==> src/rtl/alu_pkg.sv <==
// Shared field layout, widths and controller state encoding for the ALU issue path.
package alu_pkg;
    localparam int OP_W    = 3;
    localparam int OPND_W  = 6;
    localparam int INSTR_W = 15;
    localparam int OP_MSB  = 14;
    localparam int A_MSB   = 11;
    localparam int B_MSB   = 5;

    typedef enum logic [1:0] {
        IDLE  = 2'd0,
        ISSUE = 2'd1,
        WAIT  = 2'd2,
        HOLD  = 2'd3
    } ctrl_state_t;

    function automatic logic [OP_W-1:0] get_op(input logic [INSTR_W-1:0] word);
        return word[OP_MSB -: OP_W];
    endfunction
endpackage

==> src/rtl/instr_fifo.sv <==
// Circular instruction buffer; push is ignored when full, pop is ignored when empty.
module instr_fifo #(
    parameter int DEPTH = 4,
    parameter int WIDTH = 15,
    parameter int CNT_W = $clog2(DEPTH + 1)
) (
    input  logic             clock,
    input  logic             reset_n,
    input  logic             push,
    input  logic [WIDTH-1:0] push_data,
    input  logic             pop,
    output logic [WIDTH-1:0] head,
    output logic [CNT_W-1:0] count,
    output logic             empty
);
    localparam int PTR_W = $clog2(DEPTH);

    logic [WIDTH-1:0] mem_r [DEPTH];
    logic [PTR_W-1:0] wr_ptr_r;
    logic [PTR_W-1:0] rd_ptr_r;
    logic [CNT_W-1:0] count_r;
    logic             push_ok_s;
    logic             pop_ok_s;

    assign push_ok_s = push && (count_r < CNT_W'(DEPTH));
    assign pop_ok_s  = pop && (count_r != CNT_W'(0));
    assign head      = mem_r[rd_ptr_r];
    assign count     = count_r;
    assign empty     = (count_r == CNT_W'(0));

    // Storage, pointers (wrapping modulo DEPTH) and occupancy.
    always_ff @(posedge clock) begin
        if (!reset_n) begin
            wr_ptr_r <= PTR_W'(0);
            rd_ptr_r <= PTR_W'(0);
            count_r  <= CNT_W'(0);
            for (int i = 0; i < DEPTH; i++) begin
                mem_r[i] <= {WIDTH{1'b0}};
            end
        end else begin
            if (push_ok_s) begin
                mem_r[wr_ptr_r] <= push_data;
                wr_ptr_r        <= wr_ptr_r + PTR_W'(1);
            end
            if (pop_ok_s) begin
                rd_ptr_r <= rd_ptr_r + PTR_W'(1);
            end
            case ({push_ok_s, pop_ok_s})
                2'b10:   count_r <= count_r + CNT_W'(1);
                2'b01:   count_r <= count_r - CNT_W'(1);
                default: count_r <= count_r;
            endcase
        end
    end
endmodule

==> src/rtl/alu_issue_ctrl.sv <==
// Buffers instruction words, issues them one at a time to split/ALU, waits the ALU
// latency and hands each result plus its opcode downstream over valid/ready.
module alu_issue_ctrl
    import alu_pkg::*;
#(
    parameter int DEPTH   = 4,
    parameter int ALU_LAT = 1,
    parameter int RES_W   = 12
) (
    input  logic                       clock,
    input  logic                       reset_n,
    input  logic                       in_valid,
    input  logic [INSTR_W-1:0]         in_data,
    output logic                       in_ready,
    output logic [INSTR_W-1:0]         alu_data,
    output logic                       alu_start,
    input  logic [RES_W-1:0]           alu_result,
    output logic                       out_valid,
    output logic [RES_W-1:0]           out_result,
    output logic [OP_W-1:0]            out_op,
    input  logic                       out_ready,
    output logic                       busy,
    output logic [$clog2(DEPTH+1)-1:0] count
);
    localparam int CNT_W = $clog2(DEPTH + 1);
    localparam int LAT_W = (ALU_LAT > 1) ? $clog2(ALU_LAT) : 1;

    ctrl_state_t        state_r;
    ctrl_state_t        state_nxt_s;
    logic [LAT_W-1:0]   lat_cnt_r;
    logic [LAT_W-1:0]   lat_nxt_s;
    logic               pop_s;
    logic               push_s;
    logic               capture_s;
    logic               empty_s;
    logic [INSTR_W-1:0] head_s;
    logic [CNT_W-1:0]   count_s;
    logic [INSTR_W-1:0] alu_data_r;
    logic               alu_start_r;
    logic               out_valid_r;
    logic [RES_W-1:0]   out_result_r;
    logic [OP_W-1:0]    out_op_r;

    // in_ready looks only at the registered occupancy, never at a same-cycle pop.
    assign in_ready = (count_s < CNT_W'(DEPTH));
    assign push_s   = in_valid && in_ready;

    instr_fifo #(
        .DEPTH (DEPTH),
        .WIDTH (INSTR_W),
        .CNT_W (CNT_W)
    ) u_fifo (
        .clock     (clock),
        .reset_n   (reset_n),
        .push      (push_s),
        .push_data (in_data),
        .pop       (pop_s),
        .head      (head_s),
        .count     (count_s),
        .empty     (empty_s)
    );

    // Next-state, pop request, latency countdown and capture strobe.
    always_comb begin
        state_nxt_s = state_r;
        lat_nxt_s   = lat_cnt_r;
        pop_s       = 1'b0;
        capture_s   = 1'b0;
        case (state_r)
            IDLE: begin
                if (!empty_s) begin
                    pop_s       = 1'b1;
                    state_nxt_s = ISSUE;
                end else begin
                    state_nxt_s = IDLE;
                end
            end
            ISSUE: begin
                if (ALU_LAT == 1) begin
                    capture_s   = 1'b1;
                    state_nxt_s = HOLD;
                end else begin
                    lat_nxt_s   = LAT_W'(ALU_LAT - 1);
                    state_nxt_s = WAIT;
                end
            end
            WAIT: begin
                if (lat_cnt_r <= LAT_W'(1)) begin
                    capture_s   = 1'b1;
                    state_nxt_s = HOLD;
                end else begin
                    lat_nxt_s   = lat_cnt_r - LAT_W'(1);
                    state_nxt_s = WAIT;
                end
            end
            HOLD: begin
                if (out_ready) begin
                    if (!empty_s) begin
                        pop_s       = 1'b1;
                        state_nxt_s = ISSUE;
                    end else begin
                        state_nxt_s = IDLE;
                    end
                end else begin
                    state_nxt_s = HOLD;
                end
            end
            default: begin
                state_nxt_s = IDLE;
            end
        endcase
    end

    // State register plus registered datapath/handshake outputs.
    always_ff @(posedge clock) begin
        if (!reset_n) begin
            state_r      <= IDLE;
            lat_cnt_r    <= LAT_W'(0);
            alu_data_r   <= {INSTR_W{1'b0}};
            alu_start_r  <= 1'b0;
            out_valid_r  <= 1'b0;
            out_result_r <= {RES_W{1'b0}};
            out_op_r     <= {OP_W{1'b0}};
        end else begin
            state_r     <= state_nxt_s;
            lat_cnt_r   <= lat_nxt_s;
            alu_start_r <= (state_nxt_s == ISSUE);
            out_valid_r <= (state_nxt_s == HOLD);
            if (pop_s) begin
                alu_data_r <= head_s;
            end
            if (capture_s) begin
                out_result_r <= alu_result;
                out_op_r     <= get_op(alu_data_r);
            end
        end
    end

    assign alu_data   = alu_data_r;
    assign alu_start  = alu_start_r;
    assign out_valid  = out_valid_r;
    assign out_result = out_result_r;
    assign out_op     = out_op_r;
    assign count      = count_s;
    assign busy       = (state_r != IDLE) || !empty_s;
endmodule

==> config.mk <==
export PLATFORM = sky130hd
export DESIGN_NAME = alu_issue_ctrl
export DESIGN_NICKNAME = d
export VERILOG_FILES = /design/src/rtl/alu_pkg.sv /design/src/rtl/instr_fifo.sv /design/src/rtl/alu_issue_ctrl.sv
export SDC_FILE = /design/constraint.sdc
export NUM_CORES = 1
export LEC_CHECK = 0
export CORE_MARGIN = 4
export CORE_UTILIZATION = 48
export CTS_CLUSTER_SIZE = 10
export DETAILED_ROUTE_END_ITERATION = 8
export GPL_TIMING_DRIVEN = 0
export PLACE_DENSITY = 0.77
export SYNTH_ARGS = -nofsm -noshare
export SYNTH_HDL_FRONTEND = slang
export SYNTH_SLANG_ARGS = --single-unit
==> constraint.sdc <==
create_clock -name clock -period 2.6 [get_ports clock]
set_input_delay 0.39 -clock clock [delete_from_list [all_inputs] [get_ports clock]]
set_output_delay 0.39 -clock clock [all_outputs]
set_load 0.01 [all_outputs]
* Word level (Yosys, flattened, before mapping)
Memory sizes are Yosys's and may differ from the RTL's. A register that Yosys moved wholly into a read port is not among the register bits.
Cells that the tools add are included.
** Word-level totals
- Register bits :: 27
- Latch bits :: 0
- Memory bits (writable) :: 60
- ROM bits :: 0
- Input port bits :: 31
- Output and inout port bits :: 37
- Word-level logic and storage cells :: 55
- Memories kept :: 1
** Memory list
- u_fifo.mem_r :: words 4, width 15, read ports 1, clocked after memory_dff 1, write ports 4, RTL line instr_fifo.sv:18 : logic [WIDTH-1:0] mem_r [DEPTH];
** Cells by class
- $add $sub $neg :: 5
- Multipliers :: 0
- Divide/modulo/power cells :: 0
- Order comparisons :: 2
- Equality and inequality tests :: 7
- Shift-type cells :: 0
- Multiplexer cells :: 17
- Bitwise logic cells :: 1
- Reduce and logical (&&, ||, !) cells :: 13
** Operators with widths (number)
- 15-bit 2-to-1 mux :: 1
- 15-bit OR reduction :: 1
- 1-bit 2-to-1 mux :: 10
- 2-bit equality test, second input constant :: 4
- 2-bit one-hot mux with 4 select lines :: 1
- 2-bit by 1-bit equality test with 1-bit output, second input constant :: 3
- 3-bit one-hot mux with 2 select lines :: 1
- 2-bit by 1-bit adder with 2-bit output, second input constant :: 2
- 2-bit 2-to-1 mux :: 2
- 1-bit one-hot mux with 2 select lines :: 2
- 2-bit nonzero test :: 2
- 3-bit by 1-bit adder with 3-bit output, second input constant :: 1
- 1-bit logical AND :: 3
- 3-bit zero test :: 1
- 3-bit < comparator, second input constant :: 1
- 3-bit nonzero test :: 1
- 3-bit by 1-bit subtractor with 3-bit output, second input constant :: 1
- 1-bit zero test :: 2
- 2-bit zero test :: 1
- 2-bit AND reduction :: 1
- 1-bit <= comparator, second input constant :: 1
- 1-bit logical OR :: 1
- 1-bit inverter :: 1
- 1-bit subtractor, second input constant :: 1

* Logic depth before layout (Yosys ltp)
- Word-level depth :: 8
- Mapped depth :: 10

* By module
A second synthesis with hierarchy kept.
** Second synthesis, totals
- Cell total of the unflattened synthesis :: 332
- Area total of the unflattened synthesis :: 4423.0 um^2
** Modules (own cells, without submodules)
- instr_fifo :: instances 1, cells an instance 192, area each 3017.9 um^2, sequential area each 1981.9 um^2
- alu_issue_ctrl :: instances 1, cells an instance 140, area each 1405.1 um^2, sequential area each 680.7 um^2

* Worst setup path after synthesis
No wires, ideal clock.
- Path type :: register to register
- From :: reg state_r[0]
- To :: reg u_fifo.count_r[2] (netlist: u_fifo.count[2])
- Setup time :: 0.070 ns
- Arrival time :: 2.334 ns
- Required time :: 2.530 ns
- Path slack :: 0.196 ns
- Cell stages (with the launch flop) :: 11
- Path buffers :: 1
- Period minus slack after synthesis :: 2.404 ns
- Cells stage by stage :: dfxtp_1 -> inv_1 -> ha_1 -> clkbuf_1 -> nor3_1 -> ha_1 -> inv_1 -> fa_1 -> xor2_1 -> or3_1 -> a21oi_1
** On the way
- Longest elaborated chain between the ends :: 5
- Elaborated cells between the ends (all ways) :: 8
- Classes of those cells :: eq/ne (3); mux (2); reduce/logical (3)
** RTL lines
- from (decl) :: RTL line alu_issue_ctrl.sv:28 : ctrl_state_t state_r;
- from (signal assigned) :: RTL line alu_issue_ctrl.sv:125 : state_r <= state_nxt_s;
- 2-bit equality test or 2-bit zero test (tied branches) :: RTL line alu_issue_ctrl.sv:69 : case (state_r)
- 1-bit one-hot mux with 2 select lines (*) :: RTL line alu_issue_ctrl.sv:69
- 1-bit logical AND (*) :: RTL line instr_fifo.sv:26 : assign pop_ok_s = pop && (count_r != CNT_W'(0));
- named net u_fifo.pop_ok_s :: RTL line instr_fifo.sv:23 : logic pop_ok_s;
- 2-bit by 1-bit equality test with 1-bit output or 2-bit equality test (tied branches) :: RTL line instr_fifo.sv:48 : case ({push_ok_s, pop_ok_s})
- 3-bit one-hot mux with 2 select lines or 2-bit nonzero test (tied branches)
- to (signal assigned) :: RTL line instr_fifo.sv:49 : 2'b10: count_r <= count_r + CNT_W'(1);
- to (signal assigned) :: RTL line instr_fifo.sv:50 : 2'b01: count_r <= count_r - CNT_W'(1);
- to (signal assigned) :: RTL line instr_fifo.sv:51 : default: count_r <= count_r;
- to (decl) :: RTL line instr_fifo.sv:21 : logic [CNT_W-1:0] count_r;
The timed path passes the listed nets; every way through them passes the cells marked *.
A chain may end at the register's enable or synchronous reset.

* Worst setup path after layout
Ends and elaborated chain as after synthesis.

==> reports/results.md <==
| Item | This run |
|:---|:---|
| Number of flip-flops and latches in the synthesized netlist | 101 |
| Final routed wire length divided by cell count | 17.28 um |
| Die Height | 103.9 um |
| Relative slew slack | 38.39% |
| Kind of end point of the critical path | register |
| Post CTS Setup Buffer Count | 0 |
| Inserted Diodes | 0 |
| Minimum period implied by the final worst setup slack | 2.474 ns |
| Result of the run | complete, no violations |
| Clock tree from TritonCTS | built |
| Sum of net half-perimeters after detailed placement | 6461 um |
| Number of vias after detailed routing | 2856 |
| Later-pin clock latency in the skew report | 0.37 ns |
| Maximum fanout count along the critical path | 5 |
| Cell type contributing the most total cell area after synthesis | sky130_fd_sc_hd__edfxtp_1 |
| Highest ir drop seen on vdd | 0.4027 mV |
| Count of max-cap constraint violations | 0 |
| CP Launch Type | register |
| Worst Reg-to-Reg Cells | 10 |
| Critical path buffer and inverter count | 3 |
| Htree depth | 3 |
| Most numerous cell types in the synthesized netlist | 60 x sky130_fd_sc_hd__and2_1, 60 x sky130_fd_sc_hd__edfxtp_1, 41 x sky130_fd_sc_hd__dfxtp_1 |
| Clock Tree Buf Depth | 2 |
| RSZ-0062 raised after global routing | no |
| Leakage | 1.982 nW |
| Hold_sp | reset_n |
| CP max-delay cell | sky130_fd_sc_hd__dfxtp_1 |
| Count of TritonRoute iterations in the first routing pass | 4 |
| Share of the synthesized area in the top cell type | 40.79% |
| Initial cell density of the core | 49.92% |
| Area of the core | 0.008848 sq mm |
| Area added between synthesis and finish | 23.88% |
| # IOs | 68 |
| Required time reported for the critical path endpoint | 2.90 ns |
| Antenna violations before repair | 0 |
| Worst Setup Path Type | reg2reg |
| Count of endpoints failing hold in the final timing report | 0 |
| Number of hold buffers added after CTS | 0 |
| Sequential cell area fraction in the yosys report | 59.38% |
| Post-synth ARST share | 0% |
| Number of cells produced by synthesis | 340 |
| Routability congestion estimate | 0.7263 |
| Total congestion overflow after global routing | 0 |
| Largest net degree at the start of global routing | 18 |
| CP Launch Point | state_r[0] |
| Antenna viol nets, final | 0 |
| Post-synthesis net count | 378 |
| Power consumption | 0.005376 W |
| WHS Path Cells | 3 |
| Count of flip-flops with a built-in enable after synthesis | 60 |
| Global-route wire length before repair | 14960 um |
| Worst setup skew after layout | 0.008753 ns |
| Number of cells on the critical path | 10 |
| Maximum frequency from static timing analysis | 404.2 MHz |
| Die X | 103.9 um |
| Layout Nets | 455 |
| Most used flip-flop cell after synthesis | sky130_fd_sc_hd__edfxtp_1 |
| Ordered list of cells on the worst path | inv_1, ha_1, clkbuf_1, nor3_2, ha_1, inv_1, fa_1, xor2_1, or3_1, a21oi_1 |
| Arrival time reported for the critical path endpoint | 2.78 ns |
| Number of placement rows | 34 |
| Clock power frac | 20.5% |
| Post-route DRC violation count | 0 |
| Avg Inst Size Synth | 12.99 sq um |
| Post-synthesis instance area | 0.004417 sq mm |
| Number of pins exceeding their max-slew limit in the final report | 0 |
| Sinks on the clock net | 101 |
| Post-route core utilization | 61.84% |
| CTS clock-pin slew for the worst setup and hold paths | 0.10 ns |
| Average vias per placed instance | 5.389 |
| DRC violation total after the first TritonRoute iteration | 106 |
| GR Util All Layers | 17.52% |
| Reg power frac | 40.2% |
| Post-route fraction of the period consumed by the critical path | 95.15% |
| Top area cells in the synthesized netlist | sky130_fd_sc_hd__edfxtp_1 41%, sky130_fd_sc_hd__dfxtp_1 19%, sky130_fd_sc_hd__and2_1 8.5%, sky130_fd_sc_hd__mux4_2 7.6%, sky130_fd_sc_hd__mux2i_1 3.9% |
| Number of filler instances in the final layout | 699 |
| Synth warnings | 0 |
| Biggest cell delay along the critical path | 0.42 ns |
| Finish-stage setup viols | 0 |
| Pwr dens | 982.6 mW/mm^2 |
| Worst-Margin Slew | 0.9241 ns |
| Net switching power of the design | 0.001829 W |
| Internal Dissipation | 0.003547 W |
| Combinational power share | 39.3% |
| Top delay family on crit path | adder cells |
| Die area | 0.01080 sq mm |
| Hold Path Class | in2reg |
| Worst reg2reg startpoint | state_r[0] |
| TritonCTS buffer count | 9 |
| Vias in the first global route | 2951 |
| Layout cells sized above 1 | 13.51% |
| Net switching fraction of the power | 34.02% |
| Buffers on Ports | 66 |
| Buffer type at the clock tree root | sky130_fd_sc_hd__clkbuf_8 |
| Count of cell types in the netlist | 37 |
| Detailed-route wire length | 9160 um |
-- layout make-up --
type / instances / area [sq um] / share of cell area, %
Clock buffer: 9 / 123.9 / 2.264
Multi-Input combinational cell: 205 / 1659 / 30.32
Clock inverter: 7 / 97.59 / 1.784
Inverter: 10 / 37.54 / 0.6860
Timing Repair Buffer: 66 / 660.6 / 12.07
Buffer: 24 / 133.9 / 2.447
Tap cell: 108 / 135.1 / 2.470
Sequential cell: 101 / 2624 / 47.95
-- tightest hold or removal path, delay by kind of cell --
| family | cells | cell delay (ns) |
|---|---|---|
| buffers and inverters | 1 | 0.15 |
| muxes | 1 | 0.05 |
| and+or+nand+nor | 1 | 0.07 |
-- per-layer routing --
layer	share of wire (%)	routed length, um	GRT usage [%]
met1	43	3943	21.47
met2	51	4701	31.38
met3	4.6	417	3.786
met4	1.1	97	4.558
met5	0	0	0
-- per-stage QoR --
step           setup WS [ns]  std cells  hold slack, ns  cell area, sq um  TNS [ns]
2_1_floorplan         0.1963        340          0.4928              4417         0
3_3_place_gp         -0.8602        514          0.4588              5213    -36.47
3_5_place_dp         -0.1736        514          0.4600              5234    -1.611
4_1_cts              0.03483        530          0.3396              5460         0
5_1_grt             0.002300        530          0.3749              5472         0
6_report              0.1261        530          0.3487              5472         0
-- repair_timing --
| item | CTS | global route |
|---|---|---|
| pin swaps | 0 | 1 |
| resized for setup | 1 | 3 |
| endpoints found under the setup margin | 1 | 3 |
-- worst paths after layout --
| check | to | slack, ns |
|---|---|---|
| max | u_fifo.count[2] | 0.13 |
| min | u_fifo.rd_ptr_r[1] | 0.35 |
| max reg2reg | u_fifo.count[2] | 0.13 |
| min reg2reg | alu_data[3] | 0.47 |
-- flip-flops by register name, indices dropped and copies added, names as in the netlist --
name             flops
alu_data            15
alu_start            1
out_op               3
out_result          12
out_valid            1
state_r              2
u_fifo.count         3
u_fifo.mem_r        60
u_fifo.rd_ptr_r      2
u_fifo.wr_ptr_r      2
-- logic make-up (layout without fill, tap and decap cells) --
| group | after synthesis | after routing | synth area share (%) |
|---|---|---|---|
| buf+inv | 34 | 116 | 3.881 |
| fa+ha+maj | 7 | 7 | 2.153 |
| compound gates | 44 | 44 | 6.232 |
| xor+xnor | 4 | 4 | 0.7933 |
| mux | 32 | 32 | 11.50 |
| flops | 101 | 101 | 59.38 |
| simple gates | 118 | 118 | 16.06 |
-- power groups by stage --
stage               Clock, W  Sequential (W)  Combinational, W
global placement           0         0.00217           0.00204
CTS                  0.00112         0.00216           0.00212
floorplan                  0         0.00223           0.00130
finish               0.00110         0.00216           0.00211
global route         0.00118         0.00220           0.00230
detailed placement         0         0.00219           0.00210
-- cells in the final DEF, fill, tap and decap left out, drive strengths merged, types with 2 or more instances in the layout --
cell type / count
o31ai: 17
clkinv: 3
or3: 2
edfxtp: 60
nor3: 5
nor4: 2
xor2: 3
and2: 60
inv: 11
clkbuf: 16
dfxtp: 41
mux2i: 17
ha: 6
mux4: 15
a21oi: 19
o21ai: 4
bufinv: 2
nand4: 15
nand2: 4
clkdlybuf4s50: 66
nor2: 22
buf: 17
nand2b: 4
No activity file was read; power rests on OpenSTA's default activity.
